<file path="src/rtl/greycode_pkg.sv">
// greycode_pkg: shared definitions for the Gray-code blocks.
//   state_e       - lock state of the decoder (ST_UNLOCKED / ST_LOCKED)
//   DEFAULT_WIDTH - default count width
//   DEFAULT_ERR_W - default error counter width
//   grey2bin()    - Gray-to-binary conversion for counts up to 32 bits
//                   (upper bits of the argument must be zero)
package greycode_pkg;

    localparam int unsigned DEFAULT_WIDTH = 8;
    localparam int unsigned DEFAULT_ERR_W = 8;

    typedef enum logic {
        ST_UNLOCKED,
        ST_LOCKED
    } state_e;

    // Binary bit i is the parity of all Gray bits at position i and above.
    function automatic logic [31:0] grey2bin(input logic [31:0] g);
        logic [31:0] b;
        b = '0;
        for (int unsigned i = 0; i < 32; i++) begin
            b[i] = ^(g >> i);
        end
        return b;
    endfunction

endpackage

</file>
<file path="src/rtl/greycode_decoder_grey2bin.sv">
// grey2bin: purely combinational reflected-binary Gray to binary decoder.
//   g_i   [WIDTH-1:0] - Gray-coded input
//   bin_o [WIDTH-1:0] - binary equivalent
module grey2bin
    import greycode_pkg::*;
#(
    parameter int unsigned WIDTH = DEFAULT_WIDTH
) (
    input  logic [WIDTH-1:0] g_i,
    output logic [WIDTH-1:0] bin_o
);

    logic [WIDTH-1:0] b;

    // MSB passes through; each lower bit folds in the decoded bit above it.
    always_comb begin
        b            = '0;
        b[WIDTH-1]   = g_i[WIDTH-1];
        for (int unsigned k = 1; k < WIDTH; k++) begin
            b[WIDTH-1-k] = b[WIDTH-k] ^ g_i[WIDTH-1-k];
        end
    end

    assign bin_o = b;

endmodule

</file>
<file path="src/rtl/greycode_decoder.sv">
// greycode_decoder: samples a Gray-coded count bus, converts each accepted
// sample to binary and classifies it against the previous sample.
//   clk, rst   - clock, asynchronous active-high reset
//   resync     - synchronous: drop lock, clear error count, discard samples
//   in_valid   - grey_in carries a sample this cycle
//   grey_in    - Gray-coded count
//   out_valid  - one-cycle pulse per decoded sample (2 cycles after input)
//   bin_out    - binary value of the sample
//   step_ok    - sample = previous + 1 (mod 2^WIDTH)
//   hold       - sample = previous
//   wrap       - all-ones to zero transition (step_ok also set)
//   step_err   - any other transition
//   locked     - a reference sample exists
//   err_count  - saturating count of step_err events
module greycode_decoder
    import greycode_pkg::*;
#(
    parameter int unsigned WIDTH = DEFAULT_WIDTH,
    parameter int unsigned ERR_W = DEFAULT_ERR_W
) (
    input  logic             clk,
    input  logic             rst,
    input  logic             resync,
    input  logic             in_valid,
    input  logic [WIDTH-1:0] grey_in,
    output logic             out_valid,
    output logic [WIDTH-1:0] bin_out,
    output logic             step_ok,
    output logic             hold,
    output logic             wrap,
    output logic             step_err,
    output logic             locked,
    output logic [ERR_W-1:0] err_count
);

    // Stage 1 registers
    logic [WIDTH-1:0] g_q;
    logic             v_q;

    // Stage 2 / FSM registers
    state_e           state_q;
    logic [WIDTH-1:0] prev_q;
    logic             out_valid_q;
    logic [WIDTH-1:0] bin_q;
    logic             step_ok_q;
    logic             hold_q;
    logic             wrap_q;
    logic             step_err_q;
    logic [ERR_W-1:0] err_q;

    // Classifier
    logic [WIDTH-1:0] bin_d;
    logic [WIDTH-1:0] prev_inc;
    logic             is_step;
    logic             is_hold;
    logic             is_wrap;
    logic             is_err;
    logic [ERR_W-1:0] err_d;

    grey2bin #(
        .WIDTH(WIDTH)
    ) u_grey2bin (
        .g_i  (g_q),
        .bin_o(bin_d)
    );

    assign prev_inc = prev_q + 1'b1;
    assign is_step  = (bin_d == prev_inc);
    assign is_hold  = (bin_d == prev_q);
    assign is_wrap  = is_step && (prev_q == '1);
    assign is_err   = !is_step && !is_hold;
    assign err_d    = (err_q == '1) ? err_q : err_q + 1'b1;

    always_ff @(posedge clk or posedge rst) begin
        if (rst) begin
            g_q <= '0;
            v_q <= 1'b0;
        end else if (resync) begin
            v_q <= 1'b0;
        end else begin
            g_q <= grey_in;
            v_q <= in_valid;
        end
    end

    // resync also suppresses the sample already in stage 1.
    always_ff @(posedge clk or posedge rst) begin
        if (rst) begin
            state_q     <= ST_UNLOCKED;
            prev_q      <= '0;
            out_valid_q <= 1'b0;
            bin_q       <= '0;
            step_ok_q   <= 1'b0;
            hold_q      <= 1'b0;
            wrap_q      <= 1'b0;
            step_err_q  <= 1'b0;
            err_q       <= '0;
        end else begin
            out_valid_q <= 1'b0;
            step_ok_q   <= 1'b0;
            hold_q      <= 1'b0;
            wrap_q      <= 1'b0;
            step_err_q  <= 1'b0;
            if (resync) begin
                state_q <= ST_UNLOCKED;
                err_q   <= '0;
            end else if (v_q) begin
                out_valid_q <= 1'b1;
                bin_q       <= bin_d;
                prev_q      <= bin_d;
                case (state_q)
                    ST_UNLOCKED: begin
                        state_q <= ST_LOCKED;
                    end
                    ST_LOCKED: begin
                        step_ok_q  <= is_step;
                        hold_q     <= is_hold;
                        wrap_q     <= is_wrap;
                        step_err_q <= is_err;
                        if (is_err) begin
                            err_q <= err_d;
                        end
                    end
                    default: begin
                        state_q <= ST_UNLOCKED;
                    end
                endcase
            end
        end
    end

    assign out_valid = out_valid_q;
    assign bin_out   = bin_q;
    assign step_ok   = step_ok_q;
    assign hold      = hold_q;
    assign wrap      = wrap_q;
    assign step_err  = step_err_q;
    assign locked    = (state_q == ST_LOCKED);
    assign err_count = err_q;

endmodule

</file>
<file path="config.mk">
export PLATFORM = sky130hd
export DESIGN_NAME = greycode_decoder
export DESIGN_NICKNAME = d
export VERILOG_FILES = /design/src/rtl/greycode_pkg.sv /design/src/rtl/greycode_decoder_grey2bin.sv /design/src/rtl/greycode_decoder.sv
export SDC_FILE = /design/constraint.sdc
export NUM_CORES = 1
export LEC_CHECK = 0
export BUFFER_PORTS_ARGS = -buffer_cell sky130_fd_sc_hd__clkbuf_2
export CAP_MARGIN = 40
export CORE_UTILIZATION = 58
export CTS_BUF_LIST = sky130_fd_sc_hd__clkbuf_4 sky130_fd_sc_hd__clkbuf_8
export DETAILED_ROUTE_END_ITERATION = 8
export GPL_ROUTABILITY_DRIVEN = 0
export PLACE_DENSITY_LB_ADDON = 0.25
export REMOVE_ABC_BUFFERS = 1
export SYNTH_ARGS = -nofsm -noshare
export SYNTH_HDL_FRONTEND = slang
export SYNTH_SLANG_ARGS = --single-unit
</file>
<file path="constraint.sdc">
create_clock -name clk -period 3.2 [get_ports clk]
set_clock_uncertainty 0.05 [all_clocks]
set_input_delay 0.96 -clock clk [delete_from_list [all_inputs] [get_ports clk]]
set_output_delay 0.96 -clock clk [all_outputs]
set_load 0.01 [all_outputs]
</file>
* Word-level counts from Yosys, hierarchy flattened *
Index checks and enable logic that the tools add are counted.
Widths: inputs -> output; s select.

word-level totals
  register bits after elaboration = 31
  bits of input ports = 12

operators by class
  add/subtract/negate cells = 2
  equality and inequality tests = 5
  mux-type cells = 22
  bitwise operators = 8
  reductions and logical operators = 9

operators with widths
  operator             count
  $mux 8               5
  $mux 1               17
  $add 8x1->8 const B  2
  $eq 8x8->1           2
  $eq 8x8->1 const B   2
  $xor 1x1->1          7
  $reduce_bool 2->1    3
  $reduce_and 4->1     1
  $logic_and 1x1->1    2
  $logic_not 1->1      2
  $ne 2x2->1 const B   1
  $reduce_and 2->1     1
  $not 1->1            1

* Longest topological paths before layout *
  depth in word-level cells = 14
  depth in mapped cells = 8
  depth with buffers taken out = 8

* Hierarchy *
Synthesis repeated with hierarchy kept, for this count alone.

second synthesis, totals
  cells, all modules = 158
  area, all modules = 1752.9 um^2

by module, submodules not included
  module            times used  cells each  area each (um^2)  seq. area each (um^2)
  greycode_decoder  1           145         1627.8            775.7
  grey2bin          1           13          125.1             0.0

* Worst setup path after synthesis *
OpenSTA, ideal clock, no wires.

  path kind = flip-flop to flip-flop
  start = reg g_q[5]
  end = reg err_q[4], in the netlist err_count[4]
  data arrival time = 2.449 ns
  slack = 0.573 ns
  stages on the path, launching flop included = 9
  clock period less this slack = 2.627 ns
  path through = dfrtp_1 buf_6 xnor2_4 xnor3_2 xnor2_1 a221o_1 nor4_4 nor4_1 mux2_1

between the ends
  cells in the longest elaborated chain, start to end = 11
  elaborated cells between the ends (all ways) = 13

ends and longest elaborated chain
  what                                    line                                            source
  from (decl)                             greycode_decoder.sv:37                          logic [WIDTH-1:0] g_q;
  from (signal assigned)                  greycode_decoder.sv:81                          g_q <= grey_in;
  $xor 1x1->1 (*)                         greycode_decoder_grey2bin.sv:20                 b[WIDTH-1-k] = b[WIDTH-k] ^ g_i[WIDTH-1-k];
  $xor 1x1->1 (5 in a row)                greycode_decoder_grey2bin.sv:20
  $eq 8x8->1 (on tied branches)           greycode_decoder.sv:68, greycode_decoder.sv:69
  $logic_not 1->1                         greycode_decoder.sv:71                          assign is_err = !is_step && !is_hold;
  $logic_and 1x1->1 (*)                   greycode_decoder.sv:71
  $reduce_bool 2->1 (no source line) (*)  n/a
  $reduce_and 4->1 (no source line) (*)   n/a
  to (signal assigned)                    greycode_decoder.sv:121                         err_q <= err_d;
  to (decl)                               greycode_decoder.sv:49                          logic [ERR_W-1:0] err_q;

Mark *: on every way between the ends. The rest lies on a longest branch, timed or not.
A chain may end at the register's enable or synchronous reset.

* Worst setup path in the final report *
  start = reg g_q[5]
  end = reg err_q[3], in the netlist err_count[3]

The elaborated chain is that of the path after synthesis.

==> metrics.txt <==
outcome=completed; Final Net Count=235; Max FO, Critical Path=10; vias after detailed routing=1549; worst slack, placed=279 ps; starting density of the core=63.3%; total grt overflow=0; via/cell ratio=5.82; # DRC=0; worst endpoint required time=3380 ps; TritonCTS clock tree=done; most common cell after layout, fill and taps aside=clkbuf_2; row cnt=20; Worst VDD drop=345 uV; Lkg Pwr=1.13 nW; Die X=60.7 um; Pint=0.000914 W; IO Port Bufs=33; area grow syn2layout=13.8%; top cells by area, synth=dfrtp_1 (39%), mux2_2 (5.1%), xor2_1 (4.4%); DRT antenna net count=0; Critical Path Source Type=flip-flop; die height=60.7 um; CP Class=reg -> reg; number of max-cap violations=0; Tmin final=2960 ps; post-synth cell types=46; placed instance area=2180 sq um; Final Hold Viols=0; RSZ-0062 raised after global routing=false; initial antenna violation count=0; Reg power frac=37.4%; worst r2r src=g_q[5]$_DFFE_PP0N_; Routed WL per cell=16.1 um; first-pass GRT wire length=6.76 mm; Clock power frac=22.3%; Post-CTS Resized=0; cell area after layout=2270 sq um; reg2reg end=err_count[3]$_DFFE_PP0P_; most frequent cells in the layout=clkbuf_2 (33), dfrtp_1 (31), nand2_1 (18), nor2_1 (16), xor2_1 (10); setup slack, reg-to-reg=240 ps; Worst-path clk slew=110 ps; Clock Path Buffers=2; actual slew at the worst max-slew pin=679 ps; pwr dens=643 nW/um^2; DRT Wirelength=4.29 mm; Worst slew margin=54.7%; top-area cell type share of the netlist area=38.9%; Pre-antenna DRT Iters=4; Synth area leader=dfrtp_1; Worst Hold Launch=err_count[6]$_DFFE_PP0P_; sequential fraction of the synthesis area=38.9%; Critical Path AT=3140 ps; share of cells above drive strength 1=28.8%; Synth Register Bits=31; core area=3150 sq um; DP HPWL=2.99 mm; Total Power=0.00146 W; Psw=0.000546 W; total die area=3680 sq um; I/O pin total=34; clock buffer count from CTS=5; CTS root buf=clkbuf_4; Clk Latency, worst-skew pair=340 ps; syn_area_per_cell=10.6 sq um; count of pins over their slew limit=0; final critical-path share of the clock period=92.5%; sw frac=37.4%; hold path depth=2; Cells after Synth=188; Total Neg Setup Slack=0 ps; Worst Hold End=err_count[6]$_DFFE_PP0P_; Hold Crit Class=reg -> reg; total clock sinks=31; Post-Syn Area=2000 sq um; # diodes=0; fmax=338 MHz; largest net degree at the start of global routing=32; Hold-fix buffers, CTS=0; Reg2Reg Depth=7; Ys Warns=0; CTS H-tree lvls=2; vias in the first global route=1463; drt initial violations=102; final worst slack=239 ps; combinational share of power=40.2%; all-layer global routing usage=25.8%; crit path capture type=flip-flop; Post-CTS Setup Inserts=0; # setup viols final=0
through the flow:
step	utilization, %	std cells	hold slack (ps)
final	72.0	266	522
after global routing	72.0	266	555
after CTS	72.0	266	524
after detailed placement	69.3	258	509
after global placement	69.3	258	504
after floorplan	-	179	439
cell usage after synthesis, drive strengths merged:
master    n
nand3     9
a31oi     2
inv       3
or3       1
ha        2
and2      5
a211oi    1
nor3b     1
nand2b    3
nor2     16
xnor3     5
mux2i     4
xor3      1
or4b      1
clkbuf    6
nand2    18
buf       3
a2111oi   1
nand4     1
xnor2     8
mux2     15
or2       1
xor2     10
nor4b     2
o41ai     1
nand3b    1
o21ai     7
o211a     1
a221o     1
nor3      5
nor4      4
a21oi     3
dfrtp    31
a211o     1
nor2b     8
and3      6
power groups by stage:
stage	registers, W	clock network [W]	logic, W
6_report	0.000547	0.000326	0.000588
5_1_grt	0.000555	0.000346	0.000641
4_1_cts	0.000545	0.000331	0.000590
3_5_place_dp	0.000553	0	0.000579
3_3_place_gp	0.000545	0	0.000557
2_1_floorplan	0.000542	0	0.000445
state kept, by name, summed over array words and instances, names as in the netlist:
register	count
locked	1
step_err	1
err_count	8
wrap	1
step_ok	1
out_valid	1
bin_out	8
hold	1
v_q	1
g_q	8
cell type report:
type,instances,area (sq um)
multi-input combinational,145,1160
fill,245,882
sequential,31,776
timing repair buffer,35,180
tap,44,55.1
clock buffer,6,51.3
clock inverter,2,35.0
inverter,3,11.3
cell families (layout without fill, tap and decap cells):
logic type	count (synthesis)	after routing	share of synthesized area, %
multiplexers	19	19	10.7
adder cells (fa/ha/maj)	2	2	1.25
AND/OR/NAND/NOR	82	82	22.4
flip-flops	31	31	38.9
XOR/XNOR	24	24	17.2
buffers and inverters	12	46	2.88
AO/OA/AOI/OAI	18	18	6.77
worst max-delay path by stage:
stage,start,end
after floorplan,g_q[5]$_DFFE_PP0N_,err_count[4]$_DFFE_PP0P_
after global placement,g_q[5]$_DFFE_PP0N_,err_count[5]$_DFFE_PP0P_
after detailed placement,g_q[5]$_DFFE_PP0N_,err_count[4]$_DFFE_PP0P_
after CTS,g_q[5]$_DFFE_PP0N_,err_count[3]$_DFFE_PP0P_
after global routing,g_q[5]$_DFFE_PP0N_,err_count[3]$_DFFE_PP0P_
final,g_q[5]$_DFFE_PP0N_,err_count[3]$_DFFE_PP0P_
metal layers:
layer / part of all wire [%] / vias up / wire length, um / track usage, %
met2: 52 / 43 / 2240 / 43.2
li1: - / 722 / - / -
met1: 41 / 773 / 1780 / 30.8
met3: 3.7 / 11 / 160 / 7.25
met4: 2.8 / 0 / 119 / 12.7
met5: 0 / - / 0 / 0
worst max-delay path, stage by stage (launching register included):
cell	delay (ps)
dfrtp_1	510
xnor2_4	300
xnor3_2	460
xnor2_1	160
a221o_1	340
nor4_4	500
nor4b_1	170
mux2_1	360
No activity file was read; power rests on OpenSTA's default activity.
